File: src/rtl/dp_patgen_if.sv
// Stuffer-facing FIFO port of the DisplayPort test-pattern source.
// master = pattern generator, slave = stuffer.
interface dp_patgen_if;
  logic        fiforden;
  logic        fifoempty;
  logic [47:0] fifodo;
  logic        sof;

  modport master (
    input  fiforden,
    output fifoempty,
    output fifodo,
    output sof
  );

  modport slave (
    output fiforden,
    input  fifoempty,
    input  fifodo,
    input  sof
  );
endinterface

File: src/rtl/dp_patgen.sv
// Test-pattern pixel source, two pixels per word, FWFT output FIFO.
// Optional DP_PATGEN_CRC_EN adds a per-frame CRC-16-CCITT of popped words.
module dp_patgen #(
  parameter int DEPTH = 4,
  parameter int AW    = 2
) (
  input  logic        clk,
  input  logic        resetn,
  input  logic        en,
  input  logic [1:0]  patsel,
  input  logic [15:0] hactive,
  input  logic [15:0] vactive,
  input  logic [15:0] barw,
  input  logic [23:0] colour,
`ifdef DP_PATGEN_CRC_EN
  output logic [15:0] frame_crc,
  output logic        frame_crc_valid,
`endif
  dp_patgen_if.master fifo
);

`ifdef DP_PATGEN_CRC_EN
  localparam int EW = 50;
`else
  localparam int EW = 49;
`endif

  logic [EW-1:0] mem [DEPTH];
  logic [EW-1:0] head, entry;
  logic [AW-1:0] wp, rp;
  logic [AW:0]   cnt;
  logic          empty, full, wr, pop;

  logic [15:0] x, y, bcnt;
  logic [2:0]  bdec;

  logic [1:0]  c_pat;
  logic [15:0] c_hact, c_vact, c_barw;
  logic [23:0] c_col;

  logic [1:0]  e_pat;
  logic [15:0] e_hact, e_vact, e_barw;
  logic [23:0] e_col;
  logic        first, eol, eof;
  logic [15:0] x1;
  logic [15:0] cnt_a, cnt_b;
  logic [2:0]  dec_a, dec_b;
  logic [23:0] p0, p1;

  function automatic logic [18:0] bar_step(
    input logic [15:0] c,
    input logic [2:0]  d,
    input logic [15:0] w
  );
    logic [15:0] n;
    n = c + 16'd1;
    if (n == w) return {16'd0, d + 3'd1};
    return {n, d};
  endfunction

  function automatic logic [23:0] pix(
    input logic [1:0]  p,
    input logic [7:0]  px,
    input logic        py5,
    input logic [2:0]  idx,
    input logic [23:0] col
  );
    logic [23:0] r;
    unique case (p)
      2'd0: r = col;
      2'd1: r = {px, px, px};
      2'd2: r = {{8{idx[2]}}, {8{idx[1]}},
                 {8{idx[0]}}};
      default:
        r = (px[5] ^ py5) ? 24'hFFFFFF : 24'h0;
    endcase
    return r;
  endfunction

  assign empty = (cnt == '0);
  assign full  = (cnt == (AW+1)'(DEPTH));
  assign wr    = en && !full;
  assign pop   = fifo.fiforden && !empty;
  assign head  = mem[rp];

  assign fifo.fifoempty = empty;
  assign fifo.fifodo    = empty ? 48'd0 : head[47:0];
  assign fifo.sof       = !empty && head[48];

  // First word of a frame uses live config; the rest use the latch.
  always_comb begin
    first  = (x == 16'd0) && (y == 16'd0);
    e_pat  = first ? patsel  : c_pat;
    e_hact = first ? hactive : c_hact;
    e_vact = first ? vactive : c_vact;
    e_barw = first ? barw    : c_barw;
    e_col  = first ? colour  : c_col;
    x1     = x + 16'd1;
    eol    = (x + 16'd2 == e_hact);
    eof    = eol && (y + 16'd1 == e_vact);
    {cnt_a, dec_a} = bar_step(bcnt, bdec, e_barw);
    {cnt_b, dec_b} = bar_step(cnt_a, dec_a, e_barw);
    p0 = pix(e_pat, x[7:0], y[5], ~bdec, e_col);
    p1 = pix(e_pat, x1[7:0], y[5], ~dec_a, e_col);
`ifdef DP_PATGEN_CRC_EN
    entry = {eof, first, p1, p0};
`else
    entry = {first, p1, p0};
`endif
  end

  always_ff @(posedge clk) begin
    if (wr) mem[wp] <= entry;
  end

  always_ff @(posedge clk or negedge resetn) begin
    if (!resetn) begin
      cnt    <= '0;
      wp     <= '0;
      rp     <= '0;
      x      <= '0;
      y      <= '0;
      bcnt   <= '0;
      bdec   <= '0;
      c_pat  <= '0;
      c_hact <= '0;
      c_vact <= '0;
      c_barw <= '0;
      c_col  <= '0;
    end else if (!en) begin
      cnt  <= '0;
      wp   <= '0;
      rp   <= '0;
      x    <= '0;
      y    <= '0;
      bcnt <= '0;
      bdec <= '0;
    end else begin
      if (wr) begin
        wp <= wp + 1'b1;
        if (first) begin
          c_pat  <= patsel;
          c_hact <= hactive;
          c_vact <= vactive;
          c_barw <= barw;
          c_col  <= colour;
        end
        if (eol) begin
          x    <= '0;
          bcnt <= '0;
          bdec <= '0;
          y    <= eof ? 16'd0 : y + 16'd1;
        end else begin
          x    <= x + 16'd2;
          bcnt <= cnt_b;
          bdec <= dec_b;
        end
      end
      if (pop) rp <= rp + 1'b1;
      cnt <= cnt + (AW+1)'(wr) - (AW+1)'(pop);
    end
  end

`ifdef DP_PATGEN_CRC_EN
  logic [15:0] crc, crc_nx;

  function automatic logic [15:0] crc48(
    input logic [15:0] c,
    input logic [47:0] d
  );
    logic [15:0] r;
    logic        fb;
    r = c;
    for (int i = 47; i >= 0; i--) begin
      fb = r[15] ^ d[i];
      r  = {r[14:0], 1'b0} ^ (fb ? 16'h1021 : 16'h0);
    end
    return r;
  endfunction

  assign crc_nx = crc48(head[48] ? 16'hFFFF : crc,
                        head[47:0]);

  always_ff @(posedge clk or negedge resetn) begin
    if (!resetn) begin
      crc             <= '0;
      frame_crc       <= '0;
      frame_crc_valid <= 1'b0;
    end else begin
      frame_crc_valid <= pop && head[49];
      if (pop) crc <= crc_nx;
      if (pop && head[49]) frame_crc <= crc_nx;
    end
  end
`endif

endmodule

File: src/flat_wrapper.sv
// flat-port wrapper written by rule: the top's interface ports become plain ports
module dp_patgen_flat 
#(
  parameter int DEPTH = 4,
  parameter int AW    = 2
)
  (clk, resetn, en, patsel, hactive, vactive, barw, colour, fifo_fiforden, fifo_fifoempty, fifo_fifodo, fifo_sof);
  dp_patgen_if fifo_i ();
  input  logic clk;
  input  logic resetn;
  input  logic en;
  input  logic [1:0] patsel;
  input  logic [15:0] hactive;
  input  logic [15:0] vactive;
  input  logic [15:0] barw;
  input  logic [23:0] colour;
  input wire logic [$bits(fifo_i.fiforden)-1:0] fifo_fiforden;
  output wire logic [$bits(fifo_i.fifoempty)-1:0] fifo_fifoempty;
  output wire logic [$bits(fifo_i.fifodo)-1:0] fifo_fifodo;
  output wire logic [$bits(fifo_i.sof)-1:0] fifo_sof;
  assign fifo_i.fiforden = fifo_fiforden;
  assign fifo_fifoempty = fifo_i.fifoempty;
  assign fifo_fifodo = fifo_i.fifodo;
  assign fifo_sof = fifo_i.sof;
  dp_patgen #(.DEPTH(DEPTH), .AW(AW)) u_core (.clk(clk), .resetn(resetn), .en(en), .patsel(patsel), .hactive(hactive), .vactive(vactive), .barw(barw), .colour(colour), .fifo(fifo_i));
endmodule
File: config.mk
export PLATFORM = sky130hd
export DESIGN_NAME = dp_patgen_flat
export DESIGN_NICKNAME = d
export VERILOG_FILES = /design/src/rtl/dp_patgen_if.sv /design/src/rtl/dp_patgen.sv /design/src/flat_wrapper.sv
export SDC_FILE = /design/constraint.sdc
export NUM_CORES = 1
export LEC_CHECK = 0
export ABC_AREA = 0
export BUFFER_PORTS_ARGS = -buffer_cell sky130_fd_sc_hd__buf_2
export CORE_MARGIN = 5
export CORE_UTILIZATION = 55
export DETAILED_ROUTE_END_ITERATION = 7
export PLACE_DENSITY = 0.74
export SLEW_MARGIN = 10
export SYNTH_ARGS = -nofsm -noshare
export SYNTH_HDL_FRONTEND = slang
export SYNTH_SLANG_ARGS = --single-unit
File: constraint.sdc
create_clock -name clk -period 15.95 [get_ports clk]
set_input_delay 3.9875 -clock clk [delete_from_list [all_inputs] [get_ports clk]]
set_output_delay 3.9875 -clock clk [all_outputs]
set_load 0.02 [all_outputs]
==> flow_summary.ini <==
[routing]
drc_errors = 0
routed_wl_microns = 41600
viasPerCell = 6.09
drtIter0Drc = 1061
dr_total_vias = 11600
firstDrtPassIters = 5
final_antenna_net_count = 0
wl_per_cell_microns = 21.9

[hold_path]
holdCritPathClass = flip-flop to flip-flop

[floorplanning]
num_rows = 64
floorplan.initialDensity = 0.558
io_pins = 128
die_w_microns = 186
dieHeight_microns = 186
core_sq_mm = 0.0306
dieArea_sq_mm = 0.0346

[logic_synthesis]
synth-main-ff-cell = edfxtp_1
yosysTopAreaCell = edfxtp_1
syn_avg_cell_area_sq_um = 12.2
synth_area_sq_mm = 0.0171
synthesis.instances = 1393
synth_top_area_share = 0.345
yosysWarnings = 0
synth_top_cells_by_count = edfxtp_1, nand2_1, dfrtp_1
ys_seq_area_frac = 0.537
synthTopCellsByArea = edfxtp_1, dfrtp_1, mux4_2
synth_most_common_cell = edfxtp_1
synthArstFlopShare = 0.401
synthDistinctLibCells = 88
ys_ff_latch = 327
synth_edf_count = 196
synth_fp_nets = 1485

[finish]
final_cell_area_sq_mm = 0.0189
syn2layout_area_growth_pct = 11.0
layout-drive-gt1-share = 0.237
instances_no_fill = 1903
final_nets = 1572
n_antenna_cell = 0
final_core_util = 0.619

[clock_tree]
cts_buffers = 36
clock_path_buffers = 3
clkTransAtPathRegs_ns = 0.06
postCtsHoldBufs = 0
cts_tree = done
htreeDepth = 2
ctsResizeCount = 0
post_cts_buffers = 0
root_buffer = clkbuf_16
insertion_delay_ns = 0.52
cts_sinks = 327

[sta]
layout_setup_ws_ns = 7.68
hold_viol_final = 0
final.period_utilization = 0.519
worst_clock_skew_ns = 0.0189
slew_headroom = 0.299
rsz0062_at_grt = no
max_freq_mhz = 121
slew_viol_final = 0
finalWorstPathRequiredPeriod_ns = 8.27
fin_tns_setup_ns = 0
finalSetupViolations = 0
worstMarginPinSlew_ns = 1.05
hold-worst-slack_ns = 0.502

[worst_setup_path]
reg2reg_slack_ns = 7.89
worstPathMaxFanout = 20
worst_setup_path_start_kind = primary input
cp.arrival_ns = 8.68
required_ns = 16.35
end_kind = flip-flop
crit_type = primary input to flip-flop

[job]
cap_violations = 0

[placement]
port_buffers = 127
dpl_worst_slack_ns = 7.15
post_dp_cell_area_sq_mm = 0.0178
globalplace.congestion = 0.906
dp.cells = 1838
post-dp-hpwl_microns = 27700

[global_route]
grt_pass1_wl_microns = 65800
grt_max_degree = 82
gr-total-overflow = 0
antenna_found_initial = 1
grt.total_usage = 0.243
grt_pass1_vias = 11700

[pwr]
finalPower_mw = 3.82
power.density_mw_per_mm2 = 201
leakage_nw = 7.34
peakVddDrop_v = 0.000117

[outcome]
status = completed
[report_power, final]
group	internal (mW)	total [mW]	switching, mW
Sequential	1.32	1.46	0.146
Combinational	0.612	1.58	0.965
Clock	0.436	0.775	0.339
[cell families (layout without fill, tap and decap cells)]
logic type,Yosys count,count (layout),share of synthesized area
simple gates,454,454,0.147
fa+ha+maj,14,14,0.0107
buf+inv,113,227,0.0324
mux,159,159,0.134
xor+xnor,102,102,0.0540
flops,327,327,0.537
compound gates,224,224,0.0844
[metal layers]
layer	track usage	wire length [microns]	up-vias
met1	0.347	17800	5776
met4	0.0624	941	2
met3	0.0307	2620	80
met2	0.401	20300	436
li1	-	-	5292
met5	0	7	-
[state kept, by name, summed over array words and instances (netlist names)]
signal and count:
u_core.bcnt 16, u_core.bdec 3, u_core.c_barw 16, u_core.c_col 24, u_core.c_hact 16, u_core.c_pat 2, u_core.c_vact 16, u_core.cnt 3
u_core.mem 196, u_core.rp 2, u_core.wp 2, u_core.x 15, u_core.y 16
[critical path, cell delays in order]
cell and delay, ns:
buf_2 0.10, nand3_1 0.18, a21oi_1 0.32, a2111oi_4 0.08
and3_1 0.29, and3_4 0.31, nor2b_1 0.14, ha_1 0.31
nand2_1 0.16, a2111oi_2 0.59, nand4_1 0.27, nor3b_1 0.30
xnor2_1 0.15, nand4bb_1 0.22, a21oi_2 0.16, o2111ai_2 0.18
nor2_2 0.25, or2_1 0.37, nor2_8 0.09, a22o_1 0.21
[layout make-up]
type / instances / area, sq um
sequential: 327 / 9170
fill: 2359 / 11600
timing repair buffer: 139 / 732
clock buffer: 43 / 927
inverter: 23 / 86.3
clock inverter: 22 / 164
tap: 396 / 495
multi-input combinational: 953 / 7370
[layout by cell type (no fill, tap or decap), drive strengths merged, types with 5 or more instances in the layout]
cell      Yosys  layout
a21oi        71      71
nor4         10      10
o21ai        68      68
buf          46     139
or3           7       7
ha           13      13
edfxtp      196     196
clkinvlp      0       5
a22o         10      10
o41ai         5       5
nor2b        62      62
clkbuf       44      43
nand2b       13      13
nand2       167     167
and4          6       6
nor4b         5       5
a211oi        6       6
mux4         49      49
inv          23      24
clkinv        0      15
o211ai        6       6
nand3        36      36
or2           7       7
nor3         17      17
mux2i        44      44
xnor2        68      68
a31oi         7       7
nand4        19      19
nor2         49      49
and2         23      23
and3         20      20
mux2         66      66
o31ai        13      13
xor2         32      32
dfrtp       131     131
[final timing paths]
path | cells after the start | from | to
worst max-delay path | 20 | barw[2] | u_core.bcnt[3]$_DFFE_PN0P_
worst min-delay path | 1 | u_core.c_hact[5]$_DFFE_PN0P_ | u_core.c_hact[5]$_DFFE_PN0P_
worst max register to register | 22 | u_core.x[5]$_DFFE_PN0P_ | u_core.bcnt[3]$_DFFE_PN0P_
worst min register to register | 1 | u_core.c_hact[5]$_DFFE_PN0P_ | u_core.c_hact[5]$_DFFE_PN0P_
max in group asynchronous | 2 | resetn | u_core.rp[0]$_DFFE_PN0P_
min in group asynchronous | 1 | resetn | u_core.c_barw[5]$_DFFE_PN0P_
Note: power is estimated with default switching activity, not from simulation.
